### src/rtl/alu_arbiter_pkg.sv
// Shared types and constants for the ALU arbiter and the ALU it shares.
// Opcode encodings double as the ALU's instruction set.
package alu_arbiter_pkg;

    typedef enum logic [1:0] {IDLE, EXEC, RESP} state_t;

    localparam int OPC_W = 4;

    localparam int OVF  = 2;
    localparam int NEG  = 1;
    localparam int ZERO = 0;

    localparam logic [OPC_W-1:0] OP_ADD = 4'h0;
    localparam logic [OPC_W-1:0] OP_SUB = 4'h1;
    localparam logic [OPC_W-1:0] OP_AND = 4'h2;
    localparam logic [OPC_W-1:0] OP_OR  = 4'h3;
    localparam logic [OPC_W-1:0] OP_XOR = 4'h4;
    localparam logic [OPC_W-1:0] OP_SHL = 4'h5;
    localparam logic [OPC_W-1:0] OP_SHR = 4'h6;

endpackage

### src/rtl/alu_arbiter_if.sv
// Request/response bundle between N_REQ requesters and the shared ALU arbiter.
// The master side drives requests and response-ready; the slave is the arbiter.
interface alu_arbiter_if #(
    parameter int N_REQ = 4,
    parameter int BW    = 16,
    parameter int ID_W  = $clog2(N_REQ)
);
    logic [N_REQ-1:0]    req_valid;
    logic [N_REQ-1:0]    req_ready;
    logic [N_REQ*BW-1:0] req_a;
    logic [N_REQ*BW-1:0] req_b;
    logic [N_REQ*4-1:0]  req_opcode;
    logic                rsp_valid;
    logic                rsp_ready;
    logic [ID_W-1:0]     rsp_id;
    logic [BW-1:0]       rsp_out;
    logic [2:0]          rsp_flags;

    modport master (
        output req_valid, req_a, req_b, req_opcode, rsp_ready,
        input  req_ready, rsp_valid, rsp_id, rsp_out, rsp_flags
    );

    modport slave (
        input  req_valid, req_a, req_b, req_opcode, rsp_ready,
        output req_ready, rsp_valid, rsp_id, rsp_out, rsp_flags
    );
endinterface

### src/rtl/alu.sv
// Combinational BW-bit ALU with {overflow, negative, zero} flags.
// Overflow is meaningful for ADD/SUB only and reads 0 for every other opcode.
module alu
    import alu_arbiter_pkg::*;
#(
    parameter int BW = 16
) (
    input  logic signed [BW-1:0]    a_i,
    input  logic signed [BW-1:0]    b_i,
    input  logic        [OPC_W-1:0] op_i,
    output logic signed [BW-1:0]    result_o,
    output logic        [2:0]       flags_o
);
    logic ovf;

    always_comb begin
        result_o = a_i;
        ovf      = 1'b0;
        unique case (op_i)
            OP_ADD: begin
                result_o = a_i + b_i;
                ovf      = (a_i[BW-1] == b_i[BW-1]) && (result_o[BW-1] != a_i[BW-1]);
            end
            OP_SUB: begin
                result_o = a_i - b_i;
                ovf      = (a_i[BW-1] != b_i[BW-1]) && (result_o[BW-1] != a_i[BW-1]);
            end
            OP_AND:  result_o = a_i & b_i;
            OP_OR:   result_o = a_i | b_i;
            OP_XOR:  result_o = a_i ^ b_i;
            OP_SHL:  result_o = a_i << b_i[3:0];
            OP_SHR:  result_o = a_i >> b_i[3:0];
            default: result_o = a_i;
        endcase
        flags_o       = '0;
        flags_o[OVF]  = ovf;
        flags_o[NEG]  = result_o[BW-1];
        flags_o[ZERO] = (result_o == '0);
    end
endmodule

### src/rtl/alu_arbiter_picker.sv
// rr_picker: combinational round-robin selector returning a one-hot grant.
// Scans upward from ptr_i with wrap; found_o is low when no request is present.
module rr_picker #(
    parameter int N_REQ = 4,
    localparam int ID_W = $clog2(N_REQ)
) (
    input  logic [N_REQ-1:0] req_i,
    input  logic [ID_W-1:0]  ptr_i,
    output logic [N_REQ-1:0] grant_o,
    output logic             found_o
);
    logic [ID_W-1:0] idx;

    always_comb begin
        grant_o = '0;
        found_o = 1'b0;
        idx     = '0;
        for (int k = 0; k < N_REQ; k++) begin
            idx = ID_W'((int'(ptr_i) + k) % N_REQ);
            if (!found_o && req_i[idx]) begin
                grant_o[idx] = 1'b1;
                found_o      = 1'b1;
            end
        end
    end
endmodule

### src/rtl/alu_arbiter.sv
// Round-robin arbiter sharing one ALU among N_REQ requesters (IDLE->EXEC->RESP).
// Optional per-requester saturating grant counters under `ALU_ARB_STATS_EN.
module alu_arbiter
    import alu_arbiter_pkg::*;
#(
    parameter int BW    = 16,
    parameter int N_REQ = 4
) (
    input  logic               clk,
    input  logic               rst,
    alu_arbiter_if.slave       bus
`ifdef ALU_ARB_STATS_EN
    , output logic [N_REQ*16-1:0] grant_cnt
`endif
);
    localparam int ID_W = $clog2(N_REQ);

    state_t state_q, state_d;
    logic [ID_W-1:0]      rr_ptr_q, rr_ptr_d;
    logic signed [BW-1:0] a_q, a_d, b_q, b_d;
    logic [OPC_W-1:0]     op_q, op_d;
    logic [ID_W-1:0]      id_q, id_d;
    logic                 rsp_valid_q, rsp_valid_d;
    logic [ID_W-1:0]      rsp_id_q, rsp_id_d;
    logic signed [BW-1:0] rsp_out_q, rsp_out_d;
    logic [2:0]           rsp_flags_q, rsp_flags_d;

    logic [N_REQ-1:0]     grant;
    logic                 found;
    logic [ID_W-1:0]      gnt_id;
    logic signed [BW-1:0] alu_out;
    logic [2:0]           alu_flags;
    logic [N_REQ-1:0]     hs;

    rr_picker #(.N_REQ(N_REQ)) u_picker (
        .req_i   (bus.req_valid),
        .ptr_i   (rr_ptr_q),
        .grant_o (grant),
        .found_o (found)
    );

    alu #(.BW(BW)) u_alu (
        .a_i      (a_q),
        .b_i      (b_q),
        .op_i     (op_q),
        .result_o (alu_out),
        .flags_o  (alu_flags)
    );

    assign bus.req_ready = (state_q == IDLE && !rst) ? grant : '0;
    assign hs            = bus.req_valid & bus.req_ready;
    assign bus.rsp_valid = rsp_valid_q;
    assign bus.rsp_id    = rsp_id_q;
    assign bus.rsp_out   = rsp_out_q;
    assign bus.rsp_flags = rsp_flags_q;

    always_comb begin
        state_d     = state_q;
        rr_ptr_d    = rr_ptr_q;
        a_d         = a_q;
        b_d         = b_q;
        op_d        = op_q;
        id_d        = id_q;
        rsp_valid_d = rsp_valid_q;
        rsp_id_d    = rsp_id_q;
        rsp_out_d   = rsp_out_q;
        rsp_flags_d = rsp_flags_q;
        gnt_id      = '0;
        for (int i = 0; i < N_REQ; i++) begin
            if (grant[i]) begin
                gnt_id = ID_W'(i);
            end
        end
        unique case (state_q)
            IDLE: begin
                // Stage 0: capture the granted requester's operands
                if (found) begin
                    for (int i = 0; i < N_REQ; i++) begin
                        if (grant[i]) begin
                            a_d  = bus.req_a[i*BW +: BW];
                            b_d  = bus.req_b[i*BW +: BW];
                            op_d = bus.req_opcode[i*OPC_W +: OPC_W];
                        end
                    end
                    id_d     = gnt_id;
                    rr_ptr_d = (int'(gnt_id) == N_REQ - 1) ? '0 : gnt_id + 1'b1;
                    state_d  = EXEC;
                end
            end
            EXEC: begin
                // Stage 1: register the ALU result
                rsp_out_d   = alu_out;
                rsp_flags_d = alu_flags;
                rsp_id_d    = id_q;
                rsp_valid_d = 1'b1;
                state_d     = RESP;
            end
            RESP: begin
                if (bus.rsp_ready) begin
                    rsp_valid_d = 1'b0;
                    state_d     = IDLE;
                end
            end
            default: state_d = IDLE;
        endcase
    end

    always_ff @(posedge clk) begin
        if (rst) begin
            state_q     <= IDLE;
            rr_ptr_q    <= '0;
            a_q         <= '0;
            b_q         <= '0;
            op_q        <= '0;
            id_q        <= '0;
            rsp_valid_q <= 1'b0;
            rsp_id_q    <= '0;
            rsp_out_q   <= '0;
            rsp_flags_q <= '0;
        end else begin
            state_q     <= state_d;
            rr_ptr_q    <= rr_ptr_d;
            a_q         <= a_d;
            b_q         <= b_d;
            op_q        <= op_d;
            id_q        <= id_d;
            rsp_valid_q <= rsp_valid_d;
            rsp_id_q    <= rsp_id_d;
            rsp_out_q   <= rsp_out_d;
            rsp_flags_q <= rsp_flags_d;
        end
    end

`ifdef ALU_ARB_STATS_EN
    logic [N_REQ-1:0][15:0] cnt_q, cnt_d;

    always_comb begin
        cnt_d = cnt_q;
        for (int i = 0; i < N_REQ; i++) begin
            if (hs[i] && cnt_q[i] != 16'hFFFF) begin
                cnt_d[i] = cnt_q[i] + 16'd1;
            end
        end
    end

    always_ff @(posedge clk) begin
        if (rst) begin
            cnt_q <= '0;
        end else begin
            cnt_q <= cnt_d;
        end
    end

    assign grant_cnt = cnt_q;
`endif

    // A requester must keep its request up until it is accepted.
    for (genvar g = 0; g < N_REQ; g++) begin : g_hold
        req_hold_a: assert property (@(posedge clk) disable iff (rst)
            (bus.req_valid[g] && !bus.req_ready[g]) |=> bus.req_valid[g]);
    end
endmodule

### src/flat_wrapper.sv
// flat-port wrapper written by rule: the top's interface ports become plain ports
module alu_arbiter_flat import alu_arbiter_pkg::*;
#(
    parameter int BW    = 16,
    parameter int N_REQ = 4
)
  (clk, rst, bus_req_valid, bus_req_a, bus_req_b, bus_req_opcode, bus_rsp_ready, bus_req_ready, bus_rsp_valid, bus_rsp_id, bus_rsp_out, bus_rsp_flags);
  alu_arbiter_if #(.N_REQ(N_REQ), .BW(BW)) bus_i ();
  input  logic clk;
  input  logic rst;
  input wire logic [$bits(bus_i.req_valid)-1:0] bus_req_valid;
  input wire logic [$bits(bus_i.req_a)-1:0] bus_req_a;
  input wire logic [$bits(bus_i.req_b)-1:0] bus_req_b;
  input wire logic [$bits(bus_i.req_opcode)-1:0] bus_req_opcode;
  input wire logic [$bits(bus_i.rsp_ready)-1:0] bus_rsp_ready;
  output wire logic [$bits(bus_i.req_ready)-1:0] bus_req_ready;
  output wire logic [$bits(bus_i.rsp_valid)-1:0] bus_rsp_valid;
  output wire logic [$bits(bus_i.rsp_id)-1:0] bus_rsp_id;
  output wire logic [$bits(bus_i.rsp_out)-1:0] bus_rsp_out;
  output wire logic [$bits(bus_i.rsp_flags)-1:0] bus_rsp_flags;
  assign bus_i.req_valid = bus_req_valid;
  assign bus_i.req_a = bus_req_a;
  assign bus_i.req_b = bus_req_b;
  assign bus_i.req_opcode = bus_req_opcode;
  assign bus_i.rsp_ready = bus_rsp_ready;
  assign bus_req_ready = bus_i.req_ready;
  assign bus_rsp_valid = bus_i.rsp_valid;
  assign bus_rsp_id = bus_i.rsp_id;
  assign bus_rsp_out = bus_i.rsp_out;
  assign bus_rsp_flags = bus_i.rsp_flags;
  alu_arbiter #(.BW(BW), .N_REQ(N_REQ)) u_core (.clk(clk), .rst(rst), .bus(bus_i));
endmodule
### config.mk
export PLATFORM = sky130hd
export DESIGN_NAME = alu_arbiter_flat
export DESIGN_NICKNAME = d
export VERILOG_FILES = /design/src/rtl/alu_arbiter_pkg.sv /design/src/rtl/alu_arbiter_if.sv /design/src/rtl/alu.sv /design/src/rtl/alu_arbiter_picker.sv /design/src/rtl/alu_arbiter.sv /design/src/flat_wrapper.sv
export SDC_FILE = /design/constraint.sdc
export NUM_CORES = 1
export LEC_CHECK = 0
export BUFFER_PORTS_ARGS = -buffer_cell sky130_fd_sc_hd__clkbuf_2
export CAP_MARGIN = 20
export CORE_AREA = 5 5 126 128
export DETAILED_ROUTE_END_ITERATION = 12
export DIE_AREA = 0 0 131 133
export PLACE_DENSITY = 0.89
export SYNTH_ARGS = -nofsm -noshare
export SYNTH_HDL_FRONTEND = slang
export SYNTH_SLANG_ARGS = --single-unit
export TNS_END_PERCENT = 10
### constraint.sdc
create_clock -name clk -period 4.6 [get_ports clk]
set_clock_uncertainty 0.1 [all_clocks]
set_input_delay 0.23 -clock clk [delete_from_list [all_inputs] [get_ports clk]]
set_output_delay 0.23 -clock clk [all_outputs]
set_load 0.02 [all_outputs]
## Word-level counts from Yosys, hierarchy flattened

Cells that the tools add are included.

| storage, ports and cells | value |
|---|---|
| register bits after elaboration | 64 |
| bits of input ports | 151 |
| word-level logic and storage cells | 118 |

| cells by class | value |
|---|---|
| add/subtract/negate cells | 6 |
| order comparisons | 8 |
| equality and inequality tests | 15 |
| shift-type cells | 2 |
| multiplexer cells | 48 |
| bitwise gates (word level) | 6 |
| reduce and logical (&&, ||, !) cells | 23 |

Operators by type and width:

| operator | number |
|---|---|
| $mux 16 | 8 |
| $pmux 16 s7 | 1 |
| $mux 4 | 9 |
| $add 16x16->16 | 1 |
| $and 16x16->16 | 1 |
| $logic_not 16->1 | 1 |
| $or 16x16->16 | 1 |
| $shl 16x4->16 | 1 |
| $shr 16x4->16 | 1 |
| $sub 16x16->16 | 1 |
| $xor 16x16->16 | 1 |
| $mux 1 | 14 |
| $eq 4x3->1 const B | 3 |
| $lt 2x3->1 const B | 4 |
| $or 4x4->4 | 3 |
| $logic_and 1x1->1 | 10 |
| $mux 2 | 5 |
| $bmux 1 s2 | 4 |
| $demux 1 s2 | 4 |
| $eq 4x2->1 const B | 2 |
| $ge 2x1->1 const B | 4 |
| $pmux 2 s3 | 1 |
| $reduce_and 2->1 | 3 |
| $add 2x1->2 const B | 2 |
| 15 further kinds | 23 |

## Longest topological paths before layout

Gate-level depths: netlist (run 1).

| depth | value |
|---|---|
| word-level depth | 17 |
| depth in mapped cells | 15 |
| gate-level depth less buffers | 13 |

## Cells and area by module

A second synthesis (run 1) with hierarchy kept.

| second synthesis, totals | value |
|---|---|
| cell total of the unflattened synthesis | 1,073 |
| area total of the unflattened synthesis | 8,255.4 um^2 |

By module, submodules not included:

| module | instances | cells each | area each (um^2) |
|---|---|---|---|
| alu | 1 | 592 | 4,116.4 |
| alu_arbiter | 1 | 419 | 3,644.7 |
| rr_picker | 1 | 62 | 494.2 |

## Worst setup path before layout (run 1)

OpenSTA, ideal clock, no wires.

| timing path | value |
|---|---|
| kind | register -> register |
| from | reg u_core.b_q[2] |
| to | reg u_core.rsp_out_q[14] (netlist: u_core.bus.rsp_out[14]) |
| library setup time | 128 ps |
| data arrival time | 3,481 ps |
| required time | 4,372 ps |
| setup slack | 891 ps |
| cell stages (with the launch flop) | 16 |
| clock period less this slack | 3,709 ps |
| cells stage by stage | dfxtp_1 buf_2 inv_1 clkbuf_1 buf_1 ha_1 clkbuf_1 nand2b_1 a2111o_1 nand4_1 a31oi_1 o31ai_1 mux2_2 o32ai_1 o21a_1 nor2_1 |

| between the ends | value |
|---|---|
| cells in the longest elaborated chain, start to end | 2 |
| elaborated cells on any way between the ends | 5 |

RTL lines:

| item | line | source |
|---|---|---|
| start: declaration | alu_arbiter.sv:20 | `logic signed [BW-1:0] a_q, a_d, b_q, b_d;` |
| start signal: assignment | alu_arbiter.sv:113 | `b_q <= '0;` |
| start signal: assignment | alu_arbiter.sv:124 | `b_q <= b_d;` |
| $sub 16x16->16 (tied with other cells) | alu.sv:25 | `result_o = a_i - b_i;` |
| $pmux 16 s7 (*) | alu.sv:19 | `unique case (op_i)` |
| end signal: assignment | alu_arbiter.sv:129 | `rsp_out_q <= rsp_out_d;` |
| end: declaration | alu_arbiter.sv:25 | `logic signed [BW-1:0] rsp_out_q, rsp_out_d;` |

Mark *: on every way between the ends. The rest lies on a longest branch, timed or not.
A chain may end at the register's enable or synchronous reset.

## Final worst setup path (run 1)

| timing path | value |
|---|---|
| from | reg u_core.op_q[2] |
| to | reg u_core.rsp_flags_q[0] (netlist: u_core.bus.rsp_flags[0]) |

| between the ends | value |
|---|---|
| cells in the longest elaborated chain, start to end | 3 |
| elaborated cells on any way between the ends | 9 |

RTL lines:

| item | line | source |
|---|---|---|
| start: declaration | alu_arbiter.sv:21 | `logic [OPC_W-1:0] op_q, op_d;` |
| start signal: assignment | alu_arbiter.sv:125 | `op_q <= op_d;` |
| $eq 4x3->1 (tied with other cells) | alu.sv:19 |  |
| $pmux 16 s7 (*) | alu.sv:19 |  |
| $logic_not 16->1 (*) | alu.sv:38 | `flags_o[ZERO] = (result_o == '0);` |
| end signal: assignment | alu_arbiter.sv:130 | `rsp_flags_q <= rsp_flags_d;` |
| end: declaration | alu_arbiter.sv:26 | `logic [2:0] rsp_flags_q, rsp_flags_d;` |

Marked as above.

==> results of run 1 <==
==> where the power goes <==
part	leakage [nW]	total (W)	internal, W	switching [W]
registers	0.520	0.00105	0.000748	0.000303
logic	3.38	0.00575	0.00226	0.00348
clock network	0.131	0.000621	0.000373	0.000248
total	4.03	0.00742	0.00339	0.00404
==> critical path: stages (launching register included) <==
cell and delay [ns]:
dfxtp_1 0.88, nand2b_1 0.41, or3_1 0.48, o221a_2 0.28
nor2_1 0.07, o41ai_1 0.68, or4b_1 0.50, nor4b_1 0.36
nand4_1 0.14, nand2_1 0.10
==> cells in the final DEF (no fill, tap or decap), types with 9 or more instances in the layout <==
cell type  count
clkbuf_16      9
nor2_1       144
ha_1          56
nand2b_1      19
a21oi_1      119
a221oi_1       9
buf_4         34
o211ai_1       9
nand2_1       57
a21o_1        12
mux4_2        17
clkbuf_2     176
mux2_2        14
nor3_1        20
a211oi_1      48
a211oi_2      13
inv_1         56
o21ai_0       39
or3_1         10
dfxtp_1       63
nor2b_1       12
nand3_1       14
mux2i_1       64
==> routing by layer <==
layer,global-route usage (%),vias to the layer above
met5,0,-
met4,17.5,0
met3,6.82,116
met2,52.1,558
met1,41.3,4148
li1,-,4128
==> path summary, 6_finish.rpt <==
path / from / to / slack [ns]
hold / removal: bus_req_a[51] / u_core.a_q[3]$_SDFFE_PP0P_ / 0.09
hold reg to reg: u_core.bus.rsp_out[7]$_SDFFE_PP0P_ / u_core.bus.rsp_out[7]$_SDFFE_PP0P_ / 0.36
setup reg to reg: u_core.op_q[2]$_SDFFE_PP0P_ / u_core.bus.rsp_flags[0]$_SDFFE_PP0P_ / 0.53
setup / recovery: u_core.op_q[2]$_SDFFE_PP0P_ / u_core.bus.rsp_flags[0]$_SDFFE_PP0P_ / 0.53
==> state kept, by name, summed over array words and instances, names as in the netlist <==
name                  cells
u_core.a_q               16
u_core.id_q               2
u_core.op_q               4
u_core.b_q               16
u_core.bus.rsp_id         2
u_core.bus.rsp_valid      1
u_core.bus.rsp_flags      3
u_core.state_q            2
u_core.rr_ptr_q           2
u_core.bus.rsp_out       15
==> through the flow <==
| step | area, um2 | utilization, % | hold WS (ns) | worst slack [ns] | power (W) |
|---|---|---|---|---|---|
| 2_1_floorplan | 7900 | - | 0.324 | 0.891 | 0.00525 |
| 3_3_place_gp | 8870 | 60.2 | 0.344 | 0.767 | 0.00647 |
| 3_5_place_dp | 8870 | 60.2 | 0.354 | 0.690 | 0.00659 |
| 4_1_cts | 9140 | 62.0 | 0.0849 | 0.667 | 0.00726 |
| 5_1_grt | 9140 | 62.0 | 0.119 | 0.365 | 0.00796 |
| 6_report | 9140 | 62.0 | 0.0932 | 0.533 | 0.00742 |
==> cell type report <==
| class | count | share of cell area [%] |
|---|---|---|
| inverter | 58 | 2.38 |
| clock inverter | 4 | 0.246 |
| tap | 188 | 2.57 |
| sequential | 63 | 13.8 |
| multi-input combinational | 836 | 65.7 |
| timing repair buffer | 211 | 12.6 |
| clock buffer | 11 | 2.66 |
==> cells by family after synthesis <==
logic type	after synthesis
fa+ha+maj	58
buf+inv	148
flops	63
simple gates	321
mux	96
xor+xnor	5
compound gates	356
==> metrics.csv, run 1 <==
stage;metric;value;unit
status;outcome;complete, no violations;
placed_design;io_buffers;176;
placed_design;post-dp-hpwl;22200;um
pwr;powerDensity;812;mW/mm2
sta;hold_violations;0;
sta;post-route-period-util;88.4;%
cts;cts_max_path_buffers;2;
route;drtIter0Drc;980;
cts;cts_max_level;3;
die;row_count;45;
sta;finalSetupViolations;0;
global_routing;overflow;0;
cells_and_area;multi_input_area;0.00600;mm2
cts;post_cts_resized;0;
die;dieArea;0.0174;mm2
logic_synthesis;synthMostInstantiatedCell;nor2_1;
pwr;power_leakage;4.03;nW
cts;postCtsSetupRepairBufs;0;
setup_path;worstSetupEndpointType;flip-flop;
setup_path;path_class;reg -> reg;
logic_synthesis;yosysTopAreaCell;dfxtp_1;
sta;setup-tns-final;0;ns
logic_synthesis;synth_edf_count;0;
cts;cts_tree;yes;
logic_synthesis;netlist_instances;1047;
sta;slew_violations;0;
route;drt-met1-wl;11000;um
cells_and_area;regArea;0.00126;mm2
global_routing;grt_max_degree;76;
logic_synthesis;synth_nets;1256;
setup_path;worst-endpoint-arrival;4.24;ns
setup_path;reg2reg_depth;9;
logic_synthesis;async_reset_ff_share;0;%
setup_path;required;4.78;ns
hold_path;whs_path_depth;3;
pwr;peakVddDrop;746;uV
hold_path;hold_class;in -> reg;
die;initial_core_util;53.6;%
die;dieWidth;131;um
cts;cts_sinks;63;
cts;clk_pin_slew;0.05;ns
logic_synthesis;synthXorXnorAreaFrac;0.554;%
logic_synthesis;synthTopCellsByCount;144 x nor2_1, 120 x a21oi_1, 64 x mux2i_1;
global_routing;grt_usage;32.8;%
route;wl_met2;13300;um
route;wl;28600;um
sta;max_freq;246;MHz
route;routed_via_density;6.53;
global_routing;grt_first_pass_wirelength;45800;um
placed_design;gp_congestion;1.04;
die;fp.dieH;133;um
setup_path;cp_max_fo;22;
route;highest_layer;met4;
die;io_pins;177;
run;maxCapViolCount;0;
global_routing;grt_pass1_vias;8713;
cells_and_area;n_fill_cell;1301;
logic_synthesis;ys_ff_latch;63;
cells_and_area;area_delta_synth_final;15.7;%
logic_synthesis;synthTopCellsByArea;dfxtp_1 16%, ha_1 8.9%, mux2i_1 8.1%;
route;wire_per_inst;20.9;um
cts;clock_latency;0.33;ns
logic_synthesis;syn_area;0.00790;mm2
die;core-area;0.0148;mm2
logic_synthesis;ys.flop_type;dfxtp_1;
placed_design;dp.cells;1356;
sta;final.min_clock_period;4.07;ns
logic_synthesis;synth-simple-area-share;19.2;%
logic_synthesis;synth_top_family_by_area;compound AO/OA/AOI/OAI gates;
cts;hold_buffers;0;
logic_synthesis;yosysTopAreaCellShare;16.0;%
logic_synthesis;synth_compound_area_share;31.4;%
logic_synthesis;yosys-mux-area-fraction;15.1;%
cells_and_area;drive_above_1_share;24.4;%
route;drc_errors;0;
logic_synthesis;netlist-cell-type-count;87;
cts;cts_root_buf;clkbuf_16;
sta;rsz0062_at_grt;no;
global_routing;antenna_found_initial;0;
setup_path;cp-start-kind;flip-flop;
cells_and_area;antenna_cells;0;
logic_synthesis;yosysSeqAreaShare;16.0;%
sta;worst_pin_slew;0.978;ns
route;dr.pass1.iters;5;
sta;slew-limit-headroom;34.7;%
logic_synthesis;ys_warn_count;0;
cells_and_area;finalNonFillerCells;1371;
route;vias;8950;
cts;cts_made_buffers;9;
cells_and_area;final_nets;1388;
route;dr_wl_met3;2730;um
logic_synthesis;syn_area_per_cell;7.55;um2
logic_synthesis;yosys.area_share.adder;9.38;%
route;ant_nets;0;
(Power assumes the default switching activity.)
==> run 2: changes to the inputs <==
--- a/config.mk
+++ b/config.mk
@@ -10,7 +10,7 @@
 export CORE_AREA = 5 5 126 128
 export DETAILED_ROUTE_END_ITERATION = 12
 export DIE_AREA = 0 0 131 133
-export PLACE_DENSITY = 0.89
+export PLACE_DENSITY = 0.8
 export SYNTH_ARGS = -nofsm -noshare
 export SYNTH_HDL_FRONTEND = slang
 export SYNTH_SLANG_ARGS = --single-unit
==> run 2 against run 1 <==
  * Highest routed layer unchanged
  * Core utilization increased by 0.35 points
  * Die area unchanged
  * Sequential power hardly changed
  * Largest cell class unchanged
  * Sequential share of layout area fell by 0.077 points
  * Critical path type unchanged
  * Count of clock-buffer cells in the layout is 2 higher
  * Hold slack better by 0.0037 ns
  * Critical path depth increased by 3
==> metrics.csv, run 2 (synthesis gave the netlist of run 1 again) <==
stage;metric;value;unit
status;outcome;complete, no violations;
pwr;power_leakage;4.06;nW
placed_design;io_buffers;176;
global_routing;grt_usage;32.4;%
cts;cts_max_path_buffers;2;
pwr;internal_power;0.00341;W
cts;clk_pin_slew;0.06;ns
cts;cts_sinks;63;
cts;postCtsSetupRepairBufs;0;
die;row_count;45;
placed_design;post-dp-hpwl;21900;um
route;routed_via_density;6.52;
setup_path;cp-start-kind;flip-flop;
setup_path;critical-path-max-stage-delay;0.62;ns
die;dieArea;0.0174;mm2
cells_and_area;regArea;0.00126;mm2
setup_path;cp_slowest_cell;mux4_2;
cells_and_area;final_cell_area;0.00919;mm2
cells_and_area;drive_above_1_share;24.5;%
cts;post_cts_resized;0;
setup_path;crit_buf_inv;2;
die;initial_core_util;53.6;%
run;maxCapViolCount;0;
route;ant_nets;0;
cells_and_area;antenna_cells;0;
pwr;p_comb_share;76.7;%
cts;cts_tree;yes;
sta;worst_pin_slew;0.947;ns
route;wl;28800;um
setup_path;required;4.75;ns
global_routing;grt_pass1_vias;8299;
setup_path;cp_max_fo;72;
cells_and_area;area_delta_synth_final;16.3;%
sta;hold_violations;0;
cells_and_area;final_nets;1389;
pwr;swShare;54.4;%
setup_path;worst-endpoint-arrival;4.11;ns
pwr;peakVddDrop;581;uV
global_routing;antenna_found_initial;0;
cells_and_area;layout_common_cells;176 x clkbuf_2, 144 x nor2_1, 119 x a21oi_1;
sta;max_freq;253;MHz
sta;slew_violations;0;
die;dieWidth;131;um
global_routing;overflow;0;
route;dr.pass1.iters;6;
cts;cts_max_level;3;
sta;rsz0062_at_grt;no;
setup_path;worstSetupEndpointType;flip-flop;
cts;hold_buffers;0;
route;vias;8940;
global_routing;grt_max_degree;76;
setup_path;cpLargestDelayFamily;compound AO/OA/AOI/OAI gates;
cts;cts_made_buffers;9;
route;drtIter0Drc;1004;
cells_and_area;layout_commonest_cell;clkbuf_2;
sta;finalSetupViolations;0;
sta;slew-limit-headroom;35.3;%
die;core-area;0.0148;mm2
cells_and_area;multi_input_area;0.00600;mm2
pwr;p_sw;0.00406;W
placed_design;place_area;0.00888;mm2
setup_path;path_class;reg -> reg;
sta;final.min_clock_period;3.96;ns
route;drc_errors;0;
cells_and_area;n_fill_cell;1383;
placed_design;gp_congestion;1.09;
sta;setup-tns-final;0;ns
route;wire_per_inst;21.0;um
hold_path;hold_class;in -> reg;
die;io_pins;177;
cts;cts_root_buf;clkbuf_16;
sta;post-route-period-util;86.1;%
setup_path;cp_cell_sequence;inv_1 > ha_1 > mux4_2 > nor4b_4 > nand2_1 > o21ai_1 > a21o_1 > nor2_1 > a31oi_4 > buf_4 > o21ai_0 > a21oi_1;
cts;clock_latency;0.33;ns
pwr;powerDensity;813;mW/mm2
global_routing;grt_first_pass_wirelength;45000;um
pwr;power.share.sequential;13.9;%
pwr;clock_power_share;9.4;%
die;fp.dieH;133;um
[run 2: cell count changes in the layout (fill, tap and decap cells not counted)]
cell        delta
clkinv_4       +1
clkinvlp_4     -1
buf_4          +1
clkbuf_8       +2
bufinv_16      +1
clkinv_2       -3
[run 2: layout make-up]
cell class	instances	share of cell area (%)
inverter	58	2.37
clock buffer	13	2.94
sequential	63	13.7
multi-input combinational	836	65.3
clock inverter	2	0.422
timing repair buffer	212	12.7
tap	188	2.56
[run 2: worst paths after layout]
| check | start | to | slack [ns] | cells after the start |
|---|---|---|---|---|
| worst max-delay path | u_core.rr_ptr_q[0]$_SDFFE_PP0P_ | u_core.a_q[0]$_SDFFE_PP0P_ | 0.64 | 12 |
| worst min-delay path | bus_req_a[58] | u_core.a_q[10]$_SDFFE_PP0P_ | 0.1 | 3 |
| worst max register to register | u_core.rr_ptr_q[0]$_SDFFE_PP0P_ | u_core.a_q[0]$_SDFFE_PP0P_ | 0.64 | 12 |
| worst min register to register | u_core.bus.rsp_out[8]$_SDFFE_PP0P_ | u_core.bus.rsp_out[8]$_SDFFE_PP0P_ | 0.36 | 2 |
[run 2: power groups by stage]
stage          Clock, W  Sequential, W  Combinational, W
3_3_place_gp          0        0.00101           0.00548
3_5_place_dp          0        0.00102           0.00553
4_1_cts        0.000706        0.00101           0.00558
6_report       0.000705        0.00104           0.00573
2_1_floorplan         0       0.000976           0.00427
5_1_grt        0.000738        0.00105           0.00617
[run 2: metal layers]
metal | vias up | global-route usage, % | share of wire, %
met1 | 4110 | 44.5 | 39
met5 | - | 0 | 0
met3 | 91 | 5.61 | 11
met2 | 608 | 50.0 | 45
met4 | 0 | 13.0 | 4.3
li1 | 4131 | - | -
[run 2: worst reg2reg max path: stages, from the launching register on]
cell	delay, ns
dfxtp_1	0.55
inv_1	0.16
ha_1	0.35
mux4_2	0.62
nor4b_4	0.39
nand2_1	0.09
o21ai_1	0.20
a21o_1	0.17
nor2_1	0.09
a31oi_4	0.17
buf_4	0.57
o21ai_0	0.21
a21oi_1	0.21
[run 2: stage by stage]
stage	util, %	setup WS [ns]	instances	power, W	hold slack [ns]
global placement	60.2	0.795	1357	0.00649	0.345
finish	62.3	0.642	1372	0.00747	0.0969
detailed placement	60.2	0.752	1357	0.00655	0.350
floorplan	-	0.891	1047	0.00525	0.324
global route	62.3	0.395	1372	0.00795	0.104
CTS	62.3	0.699	1372	0.00730	0.0900
==> run 3: changes to the inputs <==
--- a/config.mk
+++ b/config.mk
@@ -7,10 +7,11 @@
 export LEC_CHECK = 0
 export BUFFER_PORTS_ARGS = -buffer_cell sky130_fd_sc_hd__clkbuf_2
 export CAP_MARGIN = 20
-export CORE_AREA = 5 5 126 128
+export CORE_AREA = 5 5 131 133
 export DETAILED_ROUTE_END_ITERATION = 12
-export DIE_AREA = 0 0 131 133
-export PLACE_DENSITY = 0.8
+export DIE_AREA = 0 0 136 138
+export PLACE_DENSITY_LB_ADDON = 0.15
+export SLEW_MARGIN = 10
 export SYNTH_ARGS = -nofsm -noshare
 export SYNTH_HDL_FRONTEND = slang
 export SYNTH_SLANG_ARGS = --single-unit
==> constraint.sdc (replaced) <==
create_clock -name clk -period 3.3 [get_ports clk]
set_clock_uncertainty 0.1 [all_clocks]
set_input_delay 0.165 -clock clk [delete_from_list [all_inputs] [get_ports clk]]
set_output_delay 0.165 -clock clk [all_outputs]
set_load 0.02 [all_outputs]
==> run 3 against run 2 <==
  * First-iteration DRC count shrank 17%
  * Global-route usage grew 1.3 points
  * Largest power group unchanged
  * Cell area grew 12%
  * Critical path type unchanged
  * Hold slack lost 0.082 ns
  * Non-clock buffer count grew 100
  * Total power grew 64%
  * Largest cell class unchanged
  * Die area grew 7.7%
  * Final cell count grew 9.4%
  * Register-to-register slack lost 0.57 ns
==> metrics.csv, run 3 (synthesis gave the netlist of run 1 again) <==
stage;metric;value;unit
status;outcome;complete, no violations;
setup_path;critical-path-max-stage-delay;0.55;ns
setup_path;cpLargestDelayFamily;simple AND/OR/NAND/NOR gates;
setup_path;required;3.49;ns
route;wl_met2;14800;um
sta;hold_violations;0;
cells_and_area;regArea;0.00127;mm2
sta;post-route-period-util;97.8;%
die;dieArea;0.0188;mm2
cells_and_area;final_nets;1489;
cts;cts_max_level;3;
run;maxCapViolCount;0;
cells_and_area;final_cell_area;0.0103;mm2
global_routing;grt_max_degree;76;
placed_design;io_buffers;176;
die;io_pins;177;
cells_and_area;layout_commonest_cell;clkbuf_2;
route;ant_nets;0;
cts;clock_latency;0.34;ns
route;dr.pass1.iters;5;
hold_path;hold_path_end;u_core.a_q[7]$_SDFFE_PP0P_;
route;drc_errors;0;
cells_and_area;drive_above_1_share;32.7;%
hold_path;whs_path_depth;3;
cells_and_area;final_util;65.6;%
setup_path;rr_startpoint;u_core.a_q[0]$_SDFFE_PP0P_;
die;dieWidth;136;um
setup_path;cp_cell_sequence;inv_4 > ha_4 > inv_2 > fa_1 > and3b_1 > a311oi_2 > o221ai_1 > o32ai_2 > nand4_1 > or4b_4 > nor4b_4 > nand4_1 > nand2_1;
setup_path;worst-endpoint-arrival;3.41;ns
placed_design;place_area;0.00970;mm2
sta;worst_pin_slew;0.882;ns
die;row_count;46;
sta;slew_violations;0;
setup_path;r2r_end;u_core.bus.rsp_flags[0]$_SDFFE_PP0P_;
cts;clk_pin_slew;0.06;ns
global_routing;grt_usage;33.7;%
setup_path;cp_slowest_cell;or4b_4;
sta;finalSetupViolations;0;
setup_path;startpoint;u_core.a_q[0]$_SDFFE_PP0P_;
global_routing;antenna_found_initial;1;
cts;cts_tree;yes;
global_routing;grt_first_pass_wirelength;49500;um
die;initial_core_util;50.3;%
sta;rsz0062_at_grt;yes;
sta;final.min_clock_period;3.23;ns
cts;cts_max_path_buffers;2;
hold_path;hold_start;bus_req_a[55];
setup_path;crit_buf_inv;2;
route;drtIter0Drc;829;
setup_path;worst_path_most_repeated_cell;nand4_1;
route;vias;9164;
hold_path;hold_class;in -> reg;
cells_and_area;area_delta_synth_final;30.4;%
cts;cts_sinks;63;
setup_path;worstSetupEndpointType;flip-flop;
route;dr_wl_met3;3270;um
pwr;power_leakage;4.63;nW
sta;slew-limit-headroom;41.1;%
die;fp.dieH;138;um
route;wire_per_inst;22.1;um
cts;cts_root_buf;clkbuf_16;
die;core-area;0.0157;mm2
global_routing;grt_pass1_vias;8670;
cells_and_area;multi_input_area;0.00616;mm2
setup_path;cp-start-kind;flip-flop;
pwr;peakVddDrop;886;uV
route;wl;33100;um
cts;hold_buffers;0;
sta;fin_ws;0.0735;ns
route;highest_layer;met4;
setup_path;reg2reg_depth;13;
setup_path;cp_max_fo;3;
placed_design;gp_congestion;1.08;
pwr;powerDensity;1190;mW/mm2
cells_and_area;layout_common_cells;176 x clkbuf_2, 141 x nor2_1, 122 x buf_4;
pwr;p_total;0.0122;W
placed_design;place_ws;-0.263;ns
route;routed_via_density;6.11;
sta;max_freq;310;MHz
global_routing;overflow;0;
placed_design;post-dp-hpwl;26300;um
cells_and_area;n_fill_cell;1406;
cts;cts_made_buffers;9;
setup_path;path_class;reg -> reg;
route;drt-met1-wl;13600;um
setup_path;reg2reg_slack;0.07;ns
[run 3: cell types whose count changed in the layout (fill, tap and decap cells not counted), sizes merged]
cell    delta
clkinv     +1
diode      +1
clkbuf     +4
bufinv     -1
buf       +96
[run 3: report_power, final]
group	switching [W]	total [W]	internal (W)
clock network	0.000350	0.000936	0.000586
logic	0.00567	0.00999	0.00432
registers	0.000278	0.00133	0.00105
[run 3: metrics by stage]
step | TNS [ns] | std cells | hold WS [ns]
finish | 0 | 1501 | 0.0149
global route | -0.102 | 1501 | 0.0381
CTS | 0 | 1491 | 0.00742
detailed placement | -0.263 | 1476 | 0.351
global placement | -0.125 | 1476 | 0.345
floorplan | 0 | 1047 | 0.259
[run 3: layer usage]
metal | track usage (%) | up-vias
li1 | - | 4332
met1 | 45.1 | 4229
met2 | 51.5 | 518
met3 | 9.07 | 85
met4 | 13.3 | 0
met5 | 0 | -
[run 3: worst max path at each step]
stage / end / slack (ns) / depth (start not counted)
floorplan: u_core.bus.rsp_out[14]$_SDFFE_PP0P_ / 0.004 / 15
global placement: u_core.bus.rsp_flags[0]$_SDFFE_PP0P_ / -0.12 / 13
detailed placement: u_core.bus.rsp_flags[0]$_SDFFE_PP0P_ / -0.26 / 13
CTS: u_core.bus.rsp_flags[0]$_SDFFE_PP0P_ / 0.008 / 13
global route: u_core.bus.rsp_flags[0]$_SDFFE_PP0P_ / -0.08 / 13
finish: u_core.bus.rsp_flags[0]$_SDFFE_PP0P_ / 0.07 / 13
[run 3: layout make-up]
class / instances / share of cell area, %
multi-input combinational: 836 / 59.8
timing repair buffer: 312 / 20.3
sequential: 63 / 12.3
clock buffer: 13 / 2.72
tap: 216 / 2.62
inverter: 58 / 2.14
clock inverter: 2 / 0.134
antenna: 1 / 0.0243
[run 3: worst min-delay path, stage by stage]
cell,delay (ns)
clkbuf_2,0.07
a21oi_1,0.05
a21oi_1,0.13
[run 3: what timing repair did]
action / CTS / global route
pin swaps: 1 / 18
gates cloned: 0 / 4
gates resized for setup: 8 / 30
setup endpoints to repair: 1 / 36
setup buffers: 0 / 5
